--- config.mk ---
export PLATFORM = sky130hd
export DESIGN_NAME = com_stream_endpoint
export DESIGN_NICKNAME = d
export VERILOG_FILES = /design/src/rtl/com_stream_endpoint.sv
export SDC_FILE = /design/constraint.sdc
export NUM_CORES = 1
export LEC_CHECK = 0
export CORE_UTILIZATION = 40
export CTS_BUF_LIST = sky130_fd_sc_hd__clkbuf_4
export DETAILED_ROUTE_END_ITERATION = 16
export PLACE_DENSITY_LB_ADDON = 0.05
export REMOVE_ABC_BUFFERS = 1
export SLEW_MARGIN = 30
export SYNTH_ARGS = -nofsm -noshare
export SYNTH_HDL_FRONTEND = slang
export SYNTH_SLANG_ARGS = --single-unit
export TNS_END_PERCENT = 20
--- constraint.sdc ---
create_clock -name clk -period 2.9 [get_ports clk]
set_clock_uncertainty 0.2 [all_clocks]
set_input_delay 0.725 -clock clk [delete_from_list [all_inputs] [get_ports clk]]
set_output_delay 0.725 -clock clk [all_outputs]
set_load 0.05 [all_outputs]
--- src/rtl/com_stream_endpoint.sv ---
// com_stream_endpoint: host load stream into data memory, core release, result stream back to host.
// Optional COM_LOAD_CHECKSUM_EN adds load_checksum and a trailing checksum word on unload.
module com_stream_endpoint #(
  parameter int DATA_W = 16,
  parameter int ADDR_W = 12,
  parameter int OUT_BASE = 0,
  parameter int OUT_LEN = 64
) (
  input  logic              clk,
  input  logic              reset,
  input  logic [DATA_W-1:0] com_data_in,
  input  logic              data_write_start,
  input  logic              data_write_done,
  input  logic              core_done,
  input  logic [DATA_W-1:0] mem_rdata,
  output logic [ADDR_W-1:0] mem_addr,
  output logic [DATA_W-1:0] mem_wdata,
  output logic              mem_we,
  output logic              core_start,
  output logic [1:0]        state,
  output logic [DATA_W-1:0] com_data_out,
  output logic              output_write_start,
  output logic              output_write_done,
`ifdef COM_LOAD_CHECKSUM_EN
  output logic [DATA_W-1:0] load_checksum,
`endif
  output logic              load_overflow
);
  localparam logic [1:0] LOAD = 2'b00, RUN = 2'b01, UNLOAD = 2'b10, FINISH = 2'b11;
`ifdef COM_LOAD_CHECKSUM_EN
  localparam int LAST = OUT_LEN;
`else
  localparam int LAST = OUT_LEN - 1;
`endif
  logic [ADDR_W-1:0] load_addr;
  logic              load_full;
  logic [ADDR_W:0]   cnt;
  logic [DATA_W-1:0] held, word;
  logic              cap;
  assign cap = data_write_start | data_write_done;
`ifdef COM_LOAD_CHECKSUM_EN
  assign word = cnt == (ADDR_W+1)'(OUT_LEN) ? load_checksum : mem_rdata;
`else
  assign word = mem_rdata;
`endif
  // live read data while streaming, otherwise the last presented word
  assign com_data_out = (state == UNLOAD && output_write_start) ? word : held;
  assign output_write_done = state == FINISH ||
                             (state == UNLOAD && output_write_start && cnt == (ADDR_W+1)'(LAST));
  always_ff @(posedge clk) begin
    if (reset) begin
      state              <= LOAD;
      load_addr          <= '0;
      load_full          <= 1'b0;
      mem_addr           <= '0;
      mem_wdata          <= '0;
      mem_we             <= 1'b0;
      core_start         <= 1'b0;
      output_write_start <= 1'b0;
      load_overflow      <= 1'b0;
      cnt                <= '0;
      held               <= '0;
`ifdef COM_LOAD_CHECKSUM_EN
      load_checksum      <= '0;
`endif
    end else begin
      mem_we     <= 1'b0;
      core_start <= 1'b0;
      case (state)
        LOAD: if (cap) begin
          if (!load_full) begin
            mem_addr  <= load_addr;
            mem_wdata <= com_data_in;
            mem_we    <= 1'b1;
            load_addr <= load_addr + 1'b1;
            load_full <= &load_addr;
`ifdef COM_LOAD_CHECKSUM_EN
            load_checksum <= load_checksum + com_data_in;
`endif
          end else
            load_overflow <= 1'b1;
          if (data_write_done) begin
            state      <= RUN;
            core_start <= 1'b1;
          end
        end
        RUN: if (!core_start && core_done) begin
          state    <= UNLOAD;
          mem_addr <= ADDR_W'(OUT_BASE);
        end
        UNLOAD: begin
          mem_addr           <= mem_addr + 1'b1;
          output_write_start <= 1'b1;
          if (output_write_start) begin
            held <= com_data_out;
            cnt  <= cnt + 1'b1;
            if (output_write_done) state <= FINISH;
          end
        end
        default: ;
      endcase
    end
  end
endmodule

==> results.txt <==
The endpoint identified for the worst register-to-register timing path is state[0]. The number of antenna diodes in the final layout is 0. The final count of pins violating max slew came out at 0. The first detailed-routing pass took 4 iterations.

The worst pin sits at a relative slew slack of 0.6384. The routed layout has about 3200 vias. The worst hold path terminates at mem_wdata[2]. The flip-flop cell with the highest count after synthesis is sky130_fd_sc_hd__dfxtp_1.

After synthesis, the cell types taking the most area are sky130_fd_sc_hd__dfxtp_1, sky130_fd_sc_hd__nand2_1, sky130_fd_sc_hd__a21oi_1. The mean number of vias per cell is 5.179. The run finished with clean final reports. Walking the worst path, the cells encountered are inv_1 -> ha_2 -> and4_4 -> a41o_1 -> buf_12. The async set or reset register ratio after synthesis came out at 0. The TritonCTS sink count is 76.

Across every metal layer, demand over resource in global routing totals 0.1907. The area enclosed by the die boundary is 8875 µm². The kind of cell with the highest combined delay along the critical path is flip-flops.

The number of global-route vias before repair is about 3000. The remaining antenna violation count came out at 0. The global-route wire length before repair came out at ~13000 µm. The hold violation total from the final report came out at 0. The congestion estimate from routability-driven global placement came to between 0.7 and 0.8.

Registers take between 1500 and 2000 µm². The initialized floorplan defines 33 standard-cell rows. The number of antenna violations at the first check in global routing is 0.

Of the cells placed in the final design, the portion with a size suffix greater than 1 is 0.1017. The aggregate global routing overflow is 0. The final cycle utilization of the critical path came out at 0.9561. The number of buffers created by CTS is 9. The hold path startpoint is mem_wdata[2]. The number of buffers and inverters on the critical path is 2. At the pin with the least slew margin, the transition time is around 0.54 ns. The kind of end point of the critical path is a primary output.

The half-perimeter wire length after placement is 6068 µm. For this run, the number of standard cells in the final layout without fillers is ~630. The maximum clock rate came out at ~360 MHz. For the worst-skew pair, the clock arrives at the later sink with an insertion delay of just over 0.4 ns.

The data required time of the critical path came out at around 2 ns. The number of distinct library cell variants in the gate-level netlist after synthesis came out at between 40 and 50. After filler insertion, the fill cell instance count of the layout stands at approximately 780. The startpoint identified for the worst register-to-register timing path is state[0].

In the routed design, unresolved DRC markers number 0. The number of cells in the design after placement came out at 610. The reported max-cap violation count is 0.

At the worst endpoint, the arrival time is 1.85 ns. The worst setup path is of the flip-flop to primary output kind. The root buffer cell chosen for the clock tree is sky130_fd_sc_hd__clkbuf_4.

The total routed wirelength is approximately 8400 µm. The largest driver fanout on the critical path came out at 8. Measured in cells, the most critical reg-to-reg path has a length of 7. The share of the synthesized area in the top cell type is 0.4474. Summed over all instances, the cell type with the most area after synthesis is sky130_fd_sc_hd__dfxtp_1. The placement-stage cell area came out at 4553 µm². The cell area power density is around 650 nW/µm². The register-to-register path setup slack is ~0.61 ns.

The flip-flop and latch count after synthesis is 76. The worst setup path is launched from a flip-flop. The starting utilization of the core area is 0.4139. The routed design could run at a clock period as short as 2.773 ns. The maximum vdd ir drop came out at about 540 µV.

The H-tree was split into 3 levels. The library cell used most frequently in the layout, excluding fill and tap cells, is sky130_fd_sc_hd__nand2_1. The mean cell area of the mapped netlist is between 7 and 8 µm².

The area of the mapped netlist is roughly 3400 µm². The pin count of the biggest net entering global routing came out at 34. The clock tree from TritonCTS is yes. The fraction of the yosys area taken by sequential cells came out at 0.4474.

For this run, the slowest stage of the critical path takes between 0.3 and 0.4 ns. The number of primary I/O pins is between 80 and 90. The floorplan step defined a core boundary enclosing about 8000 µm². The slowest stage of the critical path belongs to the cell sky130_fd_sc_hd__dfxtp_2. The gate count of the mapped netlist is about 430. The area taken by multi-input logic gates is around 1700 µm². In this run, the number of DRC markers left after iteration 0 of detailed routing was ~120. The post-route standard cell area excluding fillers is roughly 4700 µm².

The count of endpoints failing setup in the final report is 0. The width of the die is about 94 µm. The worst hold path was traced through 2 stages. In the layout the commonest cells are sky130_fd_sc_hd__nand2_1, sky130_fd_sc_hd__dfxtp_1, sky130_fd_sc_hd__clkdlybuf4s50_1. The number of buffers inserted by port buffering is 87. The buffer depth of the longest clock path is 2. The synthesis-to-finish area growth is 38.15%. The number of warnings issued by yosys came out at 0. The detailed-route wire length per cell is 13.49 µm.

The number of hold buffers added after CTS was 0. The net count of the finished layout came out at about 560. The y dimension of the die came out at about 94 µm. The leakage dissipation is about 0.0018 µW. The number of synthesized flops with an enable pin came out at 0.

After clock tree synthesis, the clock-pin slew on the worst setup and hold paths is roughly 0.11 ns. The worst hold path belongs to the class flip-flop to flip-flop. Setup repair after global routing left no endpoint under its margin.
power breakdown:
part / internal (µW) / switching [µW] / total [µW]
logic: 421 / 752 / 1170
registers: 1160 / 95.5 / 1250
clock network: 251 / 369 / 620
total: 1830 / 1220 / 3040
synthesized netlist by cell type, drive strengths merged (7+ instances only):
cell type / count
a21oi: 53
nand4: 8
nand2: 104
inv: 13
buf: 9
xor2: 9
nor3: 7
o21ai: 15
dfxtp: 76
nand3: 7
clkbuf: 14
nor2: 34
ha: 9
worst max-delay path by stage:
stage / start / endpoint / slack [ns] / cells past startpoint
4_1_cts: state[1] / output_write_done / 0.02 / 4
3_3_place_gp: data_write_done / load_addr[6] / 0.26 / 5
6_report: state[0] / output_write_done / 0.13 / 5
5_1_grt: state[0] / output_write_done / 0.004 / 5
3_5_place_dp: state[0] / com_data_out[1] / 0.19 / 6
2_1_floorplan: state[1] / com_data_out[0] / -0.07 / 4
worst reg2reg max path: stages, from the launching register on:
cell and delay, ns:
sky130_fd_sc_hd__dfxtp_2 0.38, sky130_fd_sc_hd__inv_1 0.12, sky130_fd_sc_hd__ha_2 0.26, sky130_fd_sc_hd__and4_4 0.28, sky130_fd_sc_hd__a41o_1 0.25, sky130_fd_sc_hd__buf_4 0.14
sky130_fd_sc_hd__o2111a_1 0.22, sky130_fd_sc_hd__mux2_2 0.34
layer usage:
metal,part of all wire,GRT usage
met1,0.45,0.2362
met2,0.48,0.3200
met3,0.054,0.05421
met4,0.0091,0.05256
met5,0,0
kinds of logic after synthesis:
group           synth area share
compound gates            0.1692
simple gates              0.2664
mux                     0.009566
flops                     0.4474
buf+inv                  0.04084
xor+xnor                 0.03348
fa+ha+maj                0.03311
per-stage QoR:
step                setup TNS [ns]  total power [µW]  hold slack, ns  utilization  setup slack, ns
floorplan                   -1.138              1981          0.2380            -         -0.07115
global placement                 0              2426          0.2416       0.5541           0.2632
detailed placement               0              2444          0.2474       0.5541           0.1886
CTS                              0              3065          0.2640       0.5701          0.01756
global route                     0              3207          0.2933       0.5718         0.004375
finish                           0              3045          0.2621       0.5718           0.1272
layout make-up:
class,instances,share of cell area
Timing Repair Buffer,98,0.2389
Multi-Input combinational cell,319,0.3720
Tap cell,105,0.02796
Sequential cell,76,0.3244
Clock inverter,6,0.01198
Clock buffer,9,0.01438
Inverter,13,0.01039
state kept, by name (all words and copies together) (netlist names):
name and cells:
load_addr 12, cnt 13, mem_we 1, core_start 1, state 2, output_write_start 1
load_overflow 1, load_full 1, mem_addr 12, mem_wdata 16, held 16
repair_timing:
| action | in CTS | in global routing |
|---|---|---|
| setup buffers | 0 | 1 |
| pin swaps | 0 | 0 |
| gates resized for setup | 5 | 3 |
| endpoints found under the setup margin | 17 | 8 |
Note: power is estimated with default switching activity, not from simulation.
